**src/rtl/mux_sel_arbiter_pkg.sv**
```systemverilog
// ----------------------------------------------------------------------------
// mux_sel_arbiter_pkg
//   Shared definitions for the 2-source round-robin mux select arbiter:
//   FSM state encoding, mux select constants and the arbitration function.
// ----------------------------------------------------------------------------
package mux_sel_arbiter_pkg;

   // 2'd3 is never entered; the FSM sends it back to idle on the next edge
   typedef enum logic [1:0] {
      ST_IDLE   = 2'd0,
      ST_GRANT0 = 2'd1,
      ST_GRANT1 = 2'd2
   } state_t;

   localparam logic SEL_IN0 = 1'b0;
   localparam logic SEL_IN1 = 1'b1;

   // Pick a grant from the current requests; prio breaks a tie
   function automatic state_t arb(input logic v0, input logic v1, input logic prio);
      state_t pick;
      if (v0 && v1)
         pick = prio ? ST_GRANT1 : ST_GRANT0;
      else if (v0)
         pick = ST_GRANT0;
      else if (v1)
         pick = ST_GRANT1;
      else
         pick = ST_IDLE;
      return pick;
   endfunction

endpackage

```
**src/rtl/mux_sel_arbiter_burst_counter.sv**
```systemverilog
// ----------------------------------------------------------------------------
// burst_counter
//   Counts accepted beats inside one grant and flags the final beat slot.
//   Ports:
//     clk, rst_n   clock, asynchronous active-low reset
//     clr          return count to 0 (takes precedence over inc)
//     inc          one beat accepted this cycle
//     count        beats accepted so far in the current grant
//     at_last      count has reached BURST_LEN-1
// ----------------------------------------------------------------------------
module burst_counter #(
   parameter int CNT_W     = 8,
   parameter int BURST_LEN = 4
) (
   input  logic             clk,
   input  logic             rst_n,
   input  logic             clr,
   input  logic             inc,
   output logic [CNT_W-1:0] count,
   output logic             at_last
);

   logic [CNT_W-1:0] count_reg;

   always_ff @(posedge clk or negedge rst_n) begin
      if (!rst_n)
         count_reg <= '0;
      else if (clr)
         count_reg <= '0;
      else if (inc)
         count_reg <= count_reg + CNT_W'(1);
   end

   assign count   = count_reg;
   assign at_last = (count_reg == CNT_W'(BURST_LEN - 1));

endmodule

```
**src/rtl/mux_sel_arbiter.sv**
```systemverilog
// ----------------------------------------------------------------------------
// mux_sel_arbiter
//   Round-robin arbiter producing the registered select of a downstream 2:1
//   mux and routing valid/ready between two sources and one sink. A granted
//   source keeps the mux for up to BURST_LEN accepted beats, then the grant
//   moves to the other source if it is requesting (no bubble on handover).
//   Ports:
//     clk, rst_n             clock, asynchronous active-low reset
//     in0_valid, in1_valid   source requests / beat present
//     out_ready              sink accepts the beat on the mux output
//     in0_ready, in1_ready   beat from that source accepted this cycle
//     out_valid              mux output carries a valid beat
//     sel                    mux select, 0 = in0, 1 = in1 (registered)
//     out_last               current beat is the final one of the burst
//     burst_cnt              beats accepted so far in the current grant
// ----------------------------------------------------------------------------
module mux_sel_arbiter
   import mux_sel_arbiter_pkg::*;
#(
   parameter int BURST_LEN = 4,
   parameter int CNT_W     = 8
) (
   input  logic             clk,
   input  logic             rst_n,
   input  logic             in0_valid,
   input  logic             in1_valid,
   input  logic             out_ready,
   output logic             in0_ready,
   output logic             in1_ready,
   output logic             out_valid,
   output logic             sel,
   output logic             out_last,
   output logic [CNT_W-1:0] burst_cnt
);

   state_t state_reg, state_next;
   logic   prio_reg, prio_next;
   logic   sel_reg, sel_next;
   logic   release_grant;
   logic   xfer;
   logic   at_last;
   logic   cnt_clr;

   // Handshake routing is purely combinational on the current grant
   assign out_valid = ((state_reg == ST_GRANT0) && in0_valid) ||
                      ((state_reg == ST_GRANT1) && in1_valid);
   assign in0_ready = (state_reg == ST_GRANT0) && out_ready;
   assign in1_ready = (state_reg == ST_GRANT1) && out_ready;
   assign xfer      = out_valid && out_ready;
   assign out_last  = out_valid && at_last;

   always_ff @(posedge clk or negedge rst_n) begin
      if (!rst_n) begin
         state_reg <= ST_IDLE;
         prio_reg  <= 1'b0;
         sel_reg   <= SEL_IN0;
      end else begin
         state_reg <= state_next;
         prio_reg  <= prio_next;
         sel_reg   <= sel_next;
      end
   end

   always_comb begin
      state_next    = state_reg;
      prio_next     = prio_reg;
      release_grant = 1'b0;
      case (state_reg)
         ST_IDLE: begin
            state_next = arb(in0_valid, in1_valid, prio_reg);
         end
         ST_GRANT0: begin
            // A missing valid forfeits the rest of the burst
            release_grant = (xfer && at_last) || !in0_valid;
            if (release_grant) begin
               prio_next  = 1'b1;
               state_next = arb(in0_valid, in1_valid, 1'b1);
            end
         end
         ST_GRANT1: begin
            release_grant = (xfer && at_last) || !in1_valid;
            if (release_grant) begin
               prio_next  = 1'b0;
               state_next = arb(in0_valid, in1_valid, 1'b0);
            end
         end
         default: begin
            state_next = ST_IDLE;
         end
      endcase
   end

   // sel follows the next grant so it is already correct in the granted cycle;
   // in idle it holds its last value
   always_comb begin
      sel_next = sel_reg;
      if (state_next == ST_GRANT0)
         sel_next = SEL_IN0;
      else if (state_next == ST_GRANT1)
         sel_next = SEL_IN1;
   end

   // A release also covers re-granting the same source, which must restart at 0
   assign cnt_clr = release_grant || (state_next != state_reg);

   burst_counter #(
      .CNT_W     (CNT_W),
      .BURST_LEN (BURST_LEN)
   ) u_burst_counter (
      .clk     (clk),
      .rst_n   (rst_n),
      .clr     (cnt_clr),
      .inc     (xfer),
      .count   (burst_cnt),
      .at_last (at_last)
   );

   assign sel = sel_reg;

endmodule
```
**config.mk**
```make
export PLATFORM = sky130hd
export DESIGN_NAME = mux_sel_arbiter
export DESIGN_NICKNAME = d
export VERILOG_FILES = /design/src/rtl/mux_sel_arbiter_pkg.sv /design/src/rtl/mux_sel_arbiter_burst_counter.sv /design/src/rtl/mux_sel_arbiter.sv
export SDC_FILE = /design/constraint.sdc
export NUM_CORES = 1
export LEC_CHECK = 0
export BUFFER_PORTS_ARGS = -buffer_cell sky130_fd_sc_hd__buf_2
export CAP_MARGIN = 25
export CORE_MARGIN = 1
export CORE_UTILIZATION = 50
export CTS_CLUSTER_DIAMETER = 30
export DETAILED_ROUTE_END_ITERATION = 10
export PLACE_DENSITY_LB_ADDON = 0.08
export SLEW_MARGIN = 0
export SYNTH_ARGS = -nofsm -noshare
export SYNTH_HDL_FRONTEND = slang
export SYNTH_SLANG_ARGS = --single-unit
export TNS_END_PERCENT = 20
```
**constraint.sdc**
```tcl
create_clock -name clk -period 3.1 [get_ports clk]
set_input_delay 0.31 -clock clk [delete_from_list [all_inputs] [get_ports clk]]
set_output_delay 0.31 -clock clk [all_outputs]
set_load 0.05 [all_outputs]
```
### Word level (Yosys, flattened, before mapping)

Cells that the tools add are included.

* add/subtract/negate cells: 1
* $mul: 0
* div/mod/pow operators: 0
* magnitude comparators: 0
* equal/unequal tests: 8
* shift operators: 0
* mux-type cells: 17
* bitwise logic cells: 0
* reduce and logical (&&, ||, !) cells: 19

Operator list (number)
* $mux 2: 8
* $mux 8: 2
* $add 8x1->8 const B: 1
* $eq 8x2->1 const B: 1
* $logic_and 1x1->1: 8
* $pmux 2 s3: 1
* $reduce_bool 2->1: 3
* $eq 2x1->1 const B: 2
* $eq 2x2->1 const B: 2
* $logic_or 1x1->1: 4
* $mux 1: 4
* $ne 2x1->1 const B: 2
* $pmux 1 s2: 2
* $reduce_and 3->1: 1
* $logic_not 1->1: 2
* $logic_not 2->1: 1
* $ne 2x2->1: 1

* register bits: 12
* latch bits: 0
* bits in writable memories: 0
* memory bits (read-only): 0
* input port bits: 5
* output and inout bits: 13
* word-level logic and storage cells: 49
* memories: 0

### Depth between registers and ports, before layout

Gate-level depths: netlist of the first run.

* word-level depth: 11
* depth in mapped cells: 10
* depth with buffers taken out: 9

### Cells and area by module

From an unflattened synthesis of the first run, not the netlist that was laid out.

* cells, all modules: 96
* area, all modules: 883.3 µm²

Modules (own cells, without submodules)
* mux_sel_arbiter: instances 1, cells each 56, area an instance 471.7 µm², sequential area each 100.1 µm²
* burst_counter: instances 1, cells each 40, area an instance 411.6 µm², sequential area each 200.2 µm²

### Worst setup path after synthesis of the first run

OpenSTA, ideal clock, no wires.

* path kind: register to register
* from: register u_burst_counter.count_reg[0], in the netlist u_burst_counter.count[0]
* to: register sel_reg, in the netlist sel
* library setup time: 0.127 ns
* data arrival time: 2.170 ns
* required time: 2.973 ns
* slack: 0.803 ns
* stages on the path, launching flop included: 10
* path buffers: 0
* period minus slack after synthesis: 2.297 ns
* cells stage by stage: dfrtp_1 ha_1 and4bb_1 nand2_1 nor3_1 a21oi_1 o31a_1 ha_1 nand2_1 o21ai_0

* word-level cells in the longest chain between the ends: 7
* elaborated cells on any way between the ends: 11
* classes of those cells: 3 x eq/ne; 4 x mux; 4 x reduce/logical

RTL lines
* start: declaration: RTL line mux_sel_arbiter_burst_counter.sv:23 `logic [CNT_W-1:0] count_reg;`
* start signal: assignment: RTL line mux_sel_arbiter_burst_counter.sv:31 `count_reg <= count_reg + CNT_W'(1);`
* $eq 8x2->1 *: RTL line mux_sel_arbiter_burst_counter.sv:35 `assign at_last = (count_reg == CNT_W'(BURST_LEN - 1));`
* $logic_and 1x1->1 *: RTL line mux_sel_arbiter.sv:74, mux_sel_arbiter.sv:81
* $logic_or 1x1->1 (on tied branches): RTL line mux_sel_arbiter.sv:81, mux_sel_arbiter.sv:74
* $mux 2 (on tied branches): RTL line mux_sel_arbiter.sv:82, mux_sel_arbiter.sv:75
* $pmux 2 s3 *: RTL line mux_sel_arbiter.sv:68 `case (state_reg)`
* $eq 2x1->1 or $eq 2x2->1 (tied branches): RTL line mux_sel_arbiter.sv:97, mux_sel_arbiter.sv:99
* $mux 1 or $reduce_bool 2->1 (tied branches)
* end signal: assignment: RTL line mux_sel_arbiter.sv:60 `sel_reg <= sel_next;`
* end: declaration: RTL line mux_sel_arbiter.sv:38 `logic sel_reg, sel_next;`

Mark *: on every way between the ends. The rest lies on a longest branch, timed or not.
A chain may end at the register's enable or synchronous reset.

### Final worst setup path of the first run

* from: register state_reg[0]
* to: output out_valid

* word-level cells in the longest chain between the ends: 3
* elaborated cells on any way between the ends: 5
* classes of those cells: 2 x eq/ne; 3 x reduce/logical

RTL lines
* start: declaration: RTL line mux_sel_arbiter.sv:36 `state_t state_reg, state_next;`
* start signal: assignment: RTL line mux_sel_arbiter.sv:58 `state_reg <= state_next;`
* $eq 2x1->1 or $eq 2x2->1 (tied branches): RTL line mux_sel_arbiter.sv:45, mux_sel_arbiter.sv:46
* $logic_and 1x1->1 (on tied branches): RTL line mux_sel_arbiter.sv:45, mux_sel_arbiter.sv:46
* $logic_or 1x1->1 *: RTL line mux_sel_arbiter.sv:45 `assign out_valid = ((state_reg == ST_GRANT0) && in0_valid) ||`
* end: declaration: RTL line mux_sel_arbiter.sv:30 `output logic out_valid,`

Marks and branches as above.

==> results of run 1 <==
## worst register-to-register path: stages (launching register included)
cell and delay (ps):
sky130_fd_sc_hd__dfrtp_1 470, sky130_fd_sc_hd__inv_1 110, sky130_fd_sc_hd__ha_1 340, sky130_fd_sc_hd__o21ba_1 210, sky130_fd_sc_hd__o21ai_0 360, sky130_fd_sc_hd__a211o_2 220
sky130_fd_sc_hd__nand4_2 210, sky130_fd_sc_hd__nor3_1 280
## logic make-up after synthesis
logic type,count (synthesis),synth area share
xor gates and xnor gates,7,0.0647
muxes,2,0.0225
buffers and inverters,8,0.0436
and+or+nand+nor,46,0.287
adders and majority gates,6,0.0793
AOI/OAI and AO/OA,23,0.186
DFF,12,0.317
## through the flow
stage / area [um^2] / setup slack (ps) / hold WS, ps
final: 1070 / 798 / 450
after global routing: 1070 / 605 / 486
after CTS: 1070 / 796 / 449
after detailed placement: 1040 / 846 / 204
after global placement: 1040 / 918 / 202
after floorplan: 947 / 803 / 14.4
## layout by cell type (no fill, tap or decap), types with 3 or more instances in the layout
master                     instances
sky130_fd_sc_hd__o31ai_1           3
sky130_fd_sc_hd__nand3_1           4
sky130_fd_sc_hd__buf_2            17
sky130_fd_sc_hd__xnor2_1           4
sky130_fd_sc_hd__a21oi_1           3
sky130_fd_sc_hd__inv_1             5
sky130_fd_sc_hd__ha_1              6
sky130_fd_sc_hd__dfrtp_1          12
sky130_fd_sc_hd__nor2b_1           3
sky130_fd_sc_hd__nor3_1           11
sky130_fd_sc_hd__clkbuf_4          3
sky130_fd_sc_hd__nor2_1            5
sky130_fd_sc_hd__nand2_1          10
sky130_fd_sc_hd__xor2_1            3
## routing by layer
metal	track usage	part of all wire	vias up	wire [um]
met5	0	0	-	0
met4	0.0848	0.0072	0	15
met3	0.0437	0.069	2	143
met2	0.340	0.46	32	959
met1	0.319	0.46	417	966
li1	-	-	428	-
## timing repair
item                      in CTS  in global routing
resized for setup              0                  0
hold buffers                   1                  0
hold endpoints to repair      12                  0
buffers inserted               0                  0
## final timing paths
kind                                             to  slack, ps         start  cells after the start
max                                       out_valid        800  state_reg[0]                      5
min                        u_burst_counter.count[2]        450         rst_n                      2
max reg2reg                u_burst_counter.count[2]        820  state_reg[0]                      7
min reg2reg                                     sel        490           sel                      2
max in group asynchronous  u_burst_counter.count[1]       2420         rst_n                      2
min in group clk                                sel        490           sel                      2
## Yosys cell counts, drive strengths merged
cell type  instances  area share
a211o              2       0.021
a21o               1      0.0079
a21oi              3       0.016
a22o               1      0.0092
a22oi              1       0.013
a31oi              2       0.013
and2               3       0.021
and3               1      0.0066
and4bb             1       0.013
buf                3       0.024
dfrtp             12        0.32
ha                 6       0.079
inv                5       0.020
mux2               1       0.012
mux2i              1       0.011
nand2             10       0.040
nand3              5       0.032
nand4              3       0.026
nor2               5       0.020
nor2b              3       0.020
nor3              11       0.058
nor3b              1      0.0079
nor4               1       0.022
o2111ai            2       0.018
o21ai              2       0.011
o21ba              1       0.011
o21bai             1      0.0079
o221ai             1      0.0092
o22ai              1      0.0066
o31a               2       0.018
o31ai              3       0.024
or4                1      0.0079
or4bb              1       0.012
xnor2              4       0.037
xor2               3       0.028
## power groups by stage
stage	Sequential, mW	Clock [mW]	Combinational, mW
after CTS	0.225	0.0989	0.495
after detailed placement	0.228	0	0.491
after floorplan	0.271	0	0.346
after global routing	0.231	0.104	0.545
after global placement	0.226	0	0.481
final	0.226	0.0940	0.494
## area by class of cell
cell class	instances	share of cell area
flip-flops and latches	12	0.280
well taps	25	0.0291
multi-input cells	84	0.564
clock buffers	3	0.0210
repair buffers	18	0.0886
inverters	5	0.0175
==> flow_summary.json, run 1 <==
{
  "critPathBufInv": 3,
  "required_ps": 2790,
  "finalPower_uw": 814,
  "cpLargestDelayFamily": "buffers and inverters",
  "ioPinCount": 18,
  "power.share.clock": 0.116,
  "grt_pass1_wl_mm": 3.38,
  "netlist_area_um2": 947,
  "layout-area-overhead-vs-synth_pct": 13.3,
  "largest_register_ff_count": 8,
  "stdcell_count": 147,
  "criticalPathCategory": "register to output port",
  "grt_pass1_vias": 737,
  "final_max_slew_viol_count": 0,
  "grtUsageTotal": 0.226,
  "vdd.ir_drop.worst_mv": 0.478,
  "drt.antenna.violating_nets": 0,
  "wl_per_cell_um": 14.2,
  "p_seq_frac": 0.278,
  "max_stage_delay_ps": 470,
  "drtIter0Drc": 14,
  "count_of_max_cap_constraint_violations": 0,
  "net-switching-power_uw": 420,
  "placeableCoreArea_mm2": 0.00175,
  "timing.final.hold_violations": 0,
  "finalCriticalPeriod_ps": 2300,
  "avgViaCountPerCell": 5.98,
  "ys_seq_elements": 12,
  "pin_count_of_the_biggest_net_entering_global_routing": 13,
  "final.period_utilization": 0.743,
  "syn-instance-count": 104,
  "netSwitchingFraction": 0.516,
  "worstPathCellList": "inv_1 > ha_1 > a22oi_2 > inv_1 > buf_2",
  "cpMostUsedCell": "sky130_fd_sc_hd__inv_1",
  "die_width_um": 45.5,
  "antenna_found_initial": 0,
  "mappedNetlistNets": 115,
  "worst_hold_path_class": "input port to async pin",
  "overflow": 0,
  "finalSetupTns_ps": 0,
  "postLayoutCoreUtil": 0.615,
  "max_clock_freq_ghz": 0.434,
  "finalClockSkew_ps": 4.19,
  "dieHeight_um": 45.5,
  "wl_mm": 2.09,
  "cell_leakage_power_nw": 0.501,
  "final_layout_size_suffix_gt1_frac": 0.230,
  "max-clock-path-buffers": 2,
  "placedCellCount": 143,
  "clkSlewWorstSetupHoldPaths_ps": 70,
  "rsz0062_at_grt": "false",
  "tritoncts": "yes",
  "status": "finished, final reports clean",
  "measured_slew_at_the_worst_slew_check_pin_ps": 417,
  "area_of_the_multi_input_gates_um2": 606,
  "drc_errors": 0,
  "startpoint_type": "register",
  "final_stage_net_count": 135,
  "detail_route.first_pass.iterations": 4,
  "worst-path-max-fanout": 11,
  "slowest_stage": "sky130_fd_sc_hd__dfrtp_1",
  "routed_via_count": 879,
  "slew_headroom": 0.719,
  "sink_count": 12,
  "yosys.cell_types.count": 38,
  "clk_root_buffer_cell": "sky130_fd_sc_hd__clkbuf_4",
  "placer_congestion": 0.888,
  "cts_inserted_buffers": 3,
  "sequential_cell_area_um2": 300,
  "dp_hpwl_mm": 1.59,
  "ctsHtreeMaxLevel": 1,
  "yosys_warn_count": 0,
  "critPathArrivalTime_ps": 1990,
  "pwr_density_cell_mw_per_mm2": 758,
  "power.internal_uw": 394,
  "dieArea_mm2": 0.00207,
  "setup.worst_path.end_class": "output port",
  "numPortBuffers": 17,
  "antennaDiodeCount": 0,
  "power.combinational.fraction": 0.607,
  "setup_viol": 0,
  "worst_skew_pair.late_latency_ps": 270,
  "initial_utilization": 0.543,
  "yosysSeqAreaShare": 0.317,
  "filler_cell_count": 174,
  "syn-mean-instance-area_um2": 9.11,
  "core.rowCount": 15
}
(Power assumes the default switching activity.)
==> run 2: changes to the inputs <==
- ABC_AREA: default -> 1
- CORE_UTILIZATION: 50 -> 48
- clock period: 3.1 -> 1.85 ns (I/O delays scaled with it)
==> run 2 against run 1 <==
The flow now finishes with violations (setup timing). Non-clock buffer count grew 23. Die area decreased by 1.2%. Total power rose by 110%. Synthesized area fell by 5.2%. Critical path depth rose by 8. Count of clock-buffer cells in the layout rose by 1. Via count rose by 4.1%. Largest power group unchanged.
==> flow_summary.json, run 2 <==
{
  "status": "finished, violations left",
  "violations": "setup timing",
  "syn-mean-instance-area_um2": 8.02,
  "yosys_warn_count": 0,
  "setup_viol": 10,
  "overflow": 0,
  "finalClockSkew_ps": 4.78,
  "async_reset_ff_frac": 1.00,
  "cell_leakage_power_nw": 0.705,
  "postPlaceCellArea_mm2": 0.00121,
  "finalCriticalPeriod_ps": 1960,
  "finish.instance_area_mm2": 0.00137,
  "synth_top_cells_by_area": "sky130_fd_sc_hd__dfrtp_1 33%, sky130_fd_sc_hd__nand2_1 9.6%, sky130_fd_sc_hd__nor3_2 8.9%",
  "wl_per_cell_um": 12.8,
  "final_stage_net_count": 169,
  "measured_slew_at_the_worst_slew_check_pin_ps": 314,
  "final_layout_size_suffix_gt1_frac": 0.516,
  "routed_via_count": 915,
  "core.rowCount": 15,
  "ys_seq_elements": 12,
  "post-synth-top-area-cell": "sky130_fd_sc_hd__dfrtp_1",
  "mappedNetlistNets": 123,
  "syn-instance-count": 112,
  "detail_route.first_pass.iterations": 4,
  "post-synth-top-count-cell": "sky130_fd_sc_hd__nand2_1",
  "final_cell_mix": "22 x sky130_fd_sc_hd__buf_4, 19 x sky130_fd_sc_hd__nand2_1, 16 x sky130_fd_sc_hd__inv_1, 16 x sky130_fd_sc_hd__buf_2, 9 x sky130_fd_sc_hd__nor3_2",
  "required_ps": 2010,
  "final.period_utilization": 1.06,
  "setup.worst_path.end_class": "register",
  "max_clock_freq_ghz": 0.510,
  "antenna_found_initial": 0,
  "postLayoutCoreUtil": 0.784,
  "drt.antenna.violating_nets": 0,
  "power.internal_uw": 893,
  "pwr_density_cell_mw_per_mm2": 1260,
  "worst_skew_pair.late_latency_ps": 270,
  "met1_length_um": 982,
  "layout-area-overhead-vs-synth_pct": 52.2,
  "die_width_um": 45.3,
  "yosys.cell_types.count": 22,
  "rr_worst_depth": 13,
  "max-clock-path-buffers": 2,
  "netSwitchingFraction": 0.481,
  "sink_count": 12,
  "count_of_max_cap_constraint_violations": 0,
  "power.share.clock": 0.120,
  "initial_utilization": 0.515,
  "clk_root_buffer_cell": "sky130_fd_sc_hd__clkbuf_4",
  "ctsHtreeMaxLevel": 1,
  "synthDominantCellAreaShare": 0.334,
  "timing.final.hold_violations": 0,
  "mostFrequentLayoutCell": "sky130_fd_sc_hd__buf_4",
  "critPathArrivalTime_ps": 2120,
  "rsz0062_at_grt": "true",
  "drtIter0Drc": 19,
  "dieHeight_um": 45.3,
  "startpoint_type": "register",
  "worst_hold_path_class": "input port to async pin",
  "met2_length_mm": 1.24,
  "crit-reg2reg-launch": "state_reg[0]",
  "tritoncts": "yes",
  "avgViaCountPerCell": 5.03,
  "endpoint_of_the_most_critical_register_to_register_path": "sel",
  "pin_count_of_the_biggest_net_entering_global_routing": 13,
  "p_seq_frac": 0.208,
  "criticalPathCategory": "register to register",
  "synth_enable_flop_cells": 0,
  "ioPinCount": 18,
  "dp_hpwl_mm": 1.75,
  "grt_pass1_wl_mm": 3.59,
  "ys.flop_type": "sky130_fd_sc_hd__dfrtp_1",
  "antennaDiodeCount": 0,
  "placer_congestion": 0.920,
  "drc_errors": 0,
  "setup_ws_ps": -112,
  "yosys-top-cells-count": "23 x sky130_fd_sc_hd__nand2_1, 19 x sky130_fd_sc_hd__inv_1, 12 x sky130_fd_sc_hd__dfrtp_1",
  "slew_headroom": 0.789,
  "worst-path-max-fanout": 3,
  "r2r_setup_slack_ps": -110,
  "met3RoutedLength_um": 102,
  "grtUsageTotal": 0.250,
  "largest_register_ff_count": 8,
  "final_max_slew_viol_count": 0,
  "numPortBuffers": 17,
  "grt_pass1_vias": 804,
  "clkSlewWorstSetupHoldPaths_ps": 80,
  "vdd.ir_drop.worst_mv": 0.985,
  "power.combinational.fraction": 0.672,
  "netlist_area_um2": 898,
  "net-switching-power_uw": 829,
  "cts_inserted_buffers": 3,
  "wl_mm": 2.34,
  "routed.top_layer": "met4",
  "placeableCoreArea_mm2": 0.00175,
  "dieArea_mm2": 0.00205,
  "yosysSeqAreaShare": 0.334
}
[run 2: cell types whose count changed after synthesis, sizes merged, moves of 2 or more]
cell and change:
o2111ai -2, nor2b -3, xor2 +2, o31ai -3, xnor2 -3, o31a -2, and2 -3, buf -3
inv +14, nand3 +6, nand2 +20, a211o -2, nor3 -2
[run 2: per-layer routing]
| metal | global-route usage | up-vias |
|---|---|---|
| met4 | 0.0667 | 0 |
| met2 | 0.403 | 27 |
| met5 | 0 | - |
| met1 | 0.333 | 433 |
| met3 | 0.0600 | 2 |
| li1 | - | 453 |
[run 2: worst max-delay path by stage]
stage / start / end / slack, ps
final: state_reg[0] / sel / -110
after global routing: state_reg[0] / u_burst_counter.count[7] / -210
after CTS: state_reg[1] / u_burst_counter.count[5] / -40
after detailed placement: state_reg[0] / u_burst_counter.count[5] / -60
after global placement: state_reg[0] / u_burst_counter.count[1] / -10
after floorplan: state_reg[0] / sel / -100
[run 2: power by group through the flow]
stage          sequential (mW)  combinational [mW]  clock, mW
6_report                 0.358                1.16      0.207
5_1_grt                  0.362                1.25      0.224
4_1_cts                  0.357                1.11      0.212
3_5_place_dp             0.366               0.996          0
3_3_place_gp             0.362               0.970          0
2_1_floorplan            0.446               0.614          0
[run 2: cell families after synthesis]
group | share of synthesized area
DFF | 0.334
AOI/OAI and AO/OA | 0.0613
xor gates and xnor gates | 0.0585
buffers and inverters | 0.0836
adders and majority gates | 0.0836
and+or+nand+nor | 0.368
muxes | 0.0111
[run 2: per-stage QoR]
step,power [mW],hold WS (ps),TNS (ps),setup slack (ps),instances
finish,1.72,312,-507,-112,182
global route,1.83,331,-1620,-209,182
CTS,1.68,328,-235,-36.3,179
detailed placement,1.36,85.0,-494,-64.1,170
global placement,1.33,82.0,-100,-14.5,170
floorplan,1.06,-111,-388,-102,112
[run 2: final cells by class]
type | instances | area [um^2]
multi-input combinational | 80 | 633
sequential | 12 | 305
clock buffer | 4 | 36.3
timing repair buffer | 41 | 287
inverter | 20 | 75.1
tap | 25 | 31.3
fill | 130 | 378
[run 2: repair_timing]
item                                   4_1_cts  5_1_grt
pin swaps                                    6        3
hold buffers                                 1        0
buffers inserted                             4        3
setup endpoints to repair                   10       10
endpoints found under the hold margin       12        0
resized for setup                            6        5
[run 2: critical path, stage by stage, from the launching register on]
cell	delay (ps)
sky130_fd_sc_hd__dfrtp_1	430
sky130_fd_sc_hd__inv_2	100
sky130_fd_sc_hd__ha_4	140
sky130_fd_sc_hd__nand2_4	60
sky130_fd_sc_hd__a21oi_4	200
sky130_fd_sc_hd__buf_4	140
sky130_fd_sc_hd__nand3_1	90
sky130_fd_sc_hd__nand3_2	100
sky130_fd_sc_hd__nand3_2	110
sky130_fd_sc_hd__nand2_2	100
sky130_fd_sc_hd__inv_2	60
sky130_fd_sc_hd__ha_4	230
sky130_fd_sc_hd__nand2_1	50
sky130_fd_sc_hd__o21ai_1	50
==> run 3: changes to the inputs <==
--- a/constraint.sdc
+++ b/constraint.sdc
@@ -3,2 +3,2 @@
 set_output_delay 0.185 -clock clk [all_outputs]
-set_load 0.05 [all_outputs]
+set_load 0.02 [all_outputs]
==> run 3 against run 2 <==
The flow still finishes with violations (setup timing). Sequential share of layout area about the same. Utilization down 0.50 points. Sequential power about the same. Die area unchanged. Wire length down 6.5%. Register-to-register slack better by 40 ps. Non-clock buffer count up 3. Setup slack better by 42 ps. Cell count up 1.6%.
==> flow_summary.json, run 3 (synthesis gave the netlist of run 2 again) <==
{
  "detail_route.first_pass.iterations": 4,
  "timing.hold.ws_ps": 319,
  "met1_length_um": 948,
  "max_clock_freq_ghz": 0.521,
  "pwr_density_cell_mw_per_mm2": 1200,
  "ctsHtreeMaxLevel": 1,
  "clkSlewWorstSetupHoldPaths_ps": 80,
  "grtUsageTotal": 0.245,
  "routed.top_layer": "met4",
  "finish.instance_area_mm2": 0.00136,
  "wl_mm": 2.19,
  "overflow": 0,
  "worst_hold_path_class": "input port to async pin",
  "vdd.ir_drop.worst_mv": 1.24,
  "layout-area-overhead-vs-synth_pct": 51.3,
  "final.period_utilization": 1.04,
  "met2_length_mm": 1.13,
  "mostFrequentLayoutCell": "sky130_fd_sc_hd__buf_4",
  "finalSetupTns_ps": -337,
  "worst_skew_pair.late_latency_ps": 270,
  "die_width_um": 45.3,
  "sink_count": 12,
  "avgViaCountPerCell": 4.83,
  "grt_pass1_vias": 830,
  "postPlaceCellArea_mm2": 0.00121,
  "max-clock-path-buffers": 2,
  "placer_congestion": 0.961,
  "antenna_found_initial": 0,
  "clk_root_buffer_cell": "sky130_fd_sc_hd__clkbuf_4",
  "criticalPathCategory": "register to register",
  "postLayoutCoreUtil": 0.778,
  "wl_per_cell_um": 11.8,
  "startpoint_type": "register",
  "drtIter0Drc": 23,
  "required_ps": 2050,
  "setup.worst_path.end_class": "register",
  "placedCellCount": 173,
  "routed_via_count": 894,
  "setup_viol": 10,
  "dp_hpwl_mm": 1.62,
  "antennaDiodeCount": 0,
  "dieHeight_um": 45.3,
  "final_stage_net_count": 172,
  "numPortBuffers": 17,
  "drt.antenna.violating_nets": 0,
  "pin_count_of_the_biggest_net_entering_global_routing": 13,
  "largest_register_ff_count": 8,
  "slew_headroom": 0.816,
  "tritoncts": "yes",
  "finalClockSkew_ps": 1.22,
  "met3RoutedLength_um": 75,
  "measured_slew_at_the_worst_slew_check_pin_ps": 274,
  "count_of_max_cap_constraint_violations": 0,
  "stdcell_count": 185,
  "filler_cell_count": 128,
  "critPathArrivalTime_ps": 2120,
  "initial_utilization": 0.515,
  "timing.final.hold_violations": 0,
  "placeableCoreArea_mm2": 0.00175,
  "cell_leakage_power_nw": 0.716,
  "rsz0062_at_grt": "true",
  "final_cell_mix": "27 x sky130_fd_sc_hd__buf_4, 18 x sky130_fd_sc_hd__nand2_1, 16 x sky130_fd_sc_hd__inv_1, 16 x sky130_fd_sc_hd__buf_2",
  "drc_errors": 0,
  "setup_ws_ps": -70.5,
  "grt_pass1_wl_mm": 3.54,
  "finalCriticalPeriod_ps": 1920,
  "final_max_slew_viol_count": 0,
  "core.rowCount": 15,
  "cts_inserted_buffers": 3,
  "final_layout_size_suffix_gt1_frac": 0.506,
  "violations": "setup timing",
  "ioPinCount": 18,
  "status": "finished, violations left",
  "worst-path-max-fanout": 8,
  "dieArea_mm2": 0.00205
}
-- run 3: cell count changes in the layout (fill, tap and decap cells not counted), moves of 2 or more --
cell                      change
sky130_fd_sc_hd__nand3_1      +2
sky130_fd_sc_hd__buf_4        +5
sky130_fd_sc_hd__dfrtp_2      -2
sky130_fd_sc_hd__dfrtp_1      +2
sky130_fd_sc_hd__nand3_2      -2
-- run 3: final timing paths --
path	from	endpoint	slack [ps]	cells past startpoint
max	state_reg[1]	u_burst_counter.count[0]	-70	14
min	rst_n	u_burst_counter.count[0]	320	2
max reg2reg	state_reg[1]	u_burst_counter.count[0]	-70	14
min reg2reg	sel	sel	520	2
max in group asynchronous	rst_n	state_reg[1]	1290	2
min in group clk	in0_valid	state_reg[0]	430	5
-- run 3: layer usage --
| metal | up-vias | GRT usage |
|---|---|---|
| met5 | - | 0 |
| met4 | 0 | 0.103 |
| met3 | 4 | 0.0520 |
| met2 | 22 | 0.429 |
| met1 | 414 | 0.288 |
| li1 | 454 | - |
-- run 3: where the power goes --
| part | total [mW] | switching, mW | internal [mW] |
|---|---|---|---|
| sequential | 0.361 | 0.0466 | 0.314 |
| combinational | 1.06 | 0.607 | 0.449 |
| clock | 0.214 | 0.0944 | 0.120 |
| total | 1.63 | 0.748 | 0.883 |
-- run 3: stage by stage --
step                setup slack (ps)  power, mW
floorplan                       -100      0.952
global placement               -38.9       1.23
detailed placement              -103       1.25
CTS                            -57.7       1.57
global route                    -214       1.75
finish                         -70.5       1.63
-- run 3: area by class of cell --
cell class / instances / area (um^2) / share of cell area
Inverter: 20 / 75.1 / 0.0552
Multi-Input combinational cell: 80 / 621 / 0.457
Clock buffer: 4 / 36.3 / 0.0267
Timing Repair Buffer: 44 / 293 / 0.215
Sequential cell: 12 / 303 / 0.223
Tap cell: 25 / 31.3 / 0.0230
-- run 3: repair_timing --
action	4_1_cts	5_1_grt
setup endpoints to repair	10	10
pin swaps	9	8
gates resized for setup	10	5
setup buffers	5	2
endpoints found under the hold margin	12	0
hold buffers	1	0
-- run 3: critical path, stage by stage, from the launching register on --
cell and delay (ps):
sky130_fd_sc_hd__dfrtp_2 450, sky130_fd_sc_hd__inv_2 90, sky130_fd_sc_hd__ha_4 140, sky130_fd_sc_hd__nand2_4 50, sky130_fd_sc_hd__a21oi_4 190, sky130_fd_sc_hd__nand2_4 100, sky130_fd_sc_hd__nand2_2 70, sky130_fd_sc_hd__nand2_2 60
sky130_fd_sc_hd__nand2_1 50, sky130_fd_sc_hd__nand2_1 60, sky130_fd_sc_hd__nand2_2 80, sky130_fd_sc_hd__nand2_4 70, sky130_fd_sc_hd__nand2_4 80, sky130_fd_sc_hd__nand3_4 150, sky130_fd_sc_hd__nor3_2 190
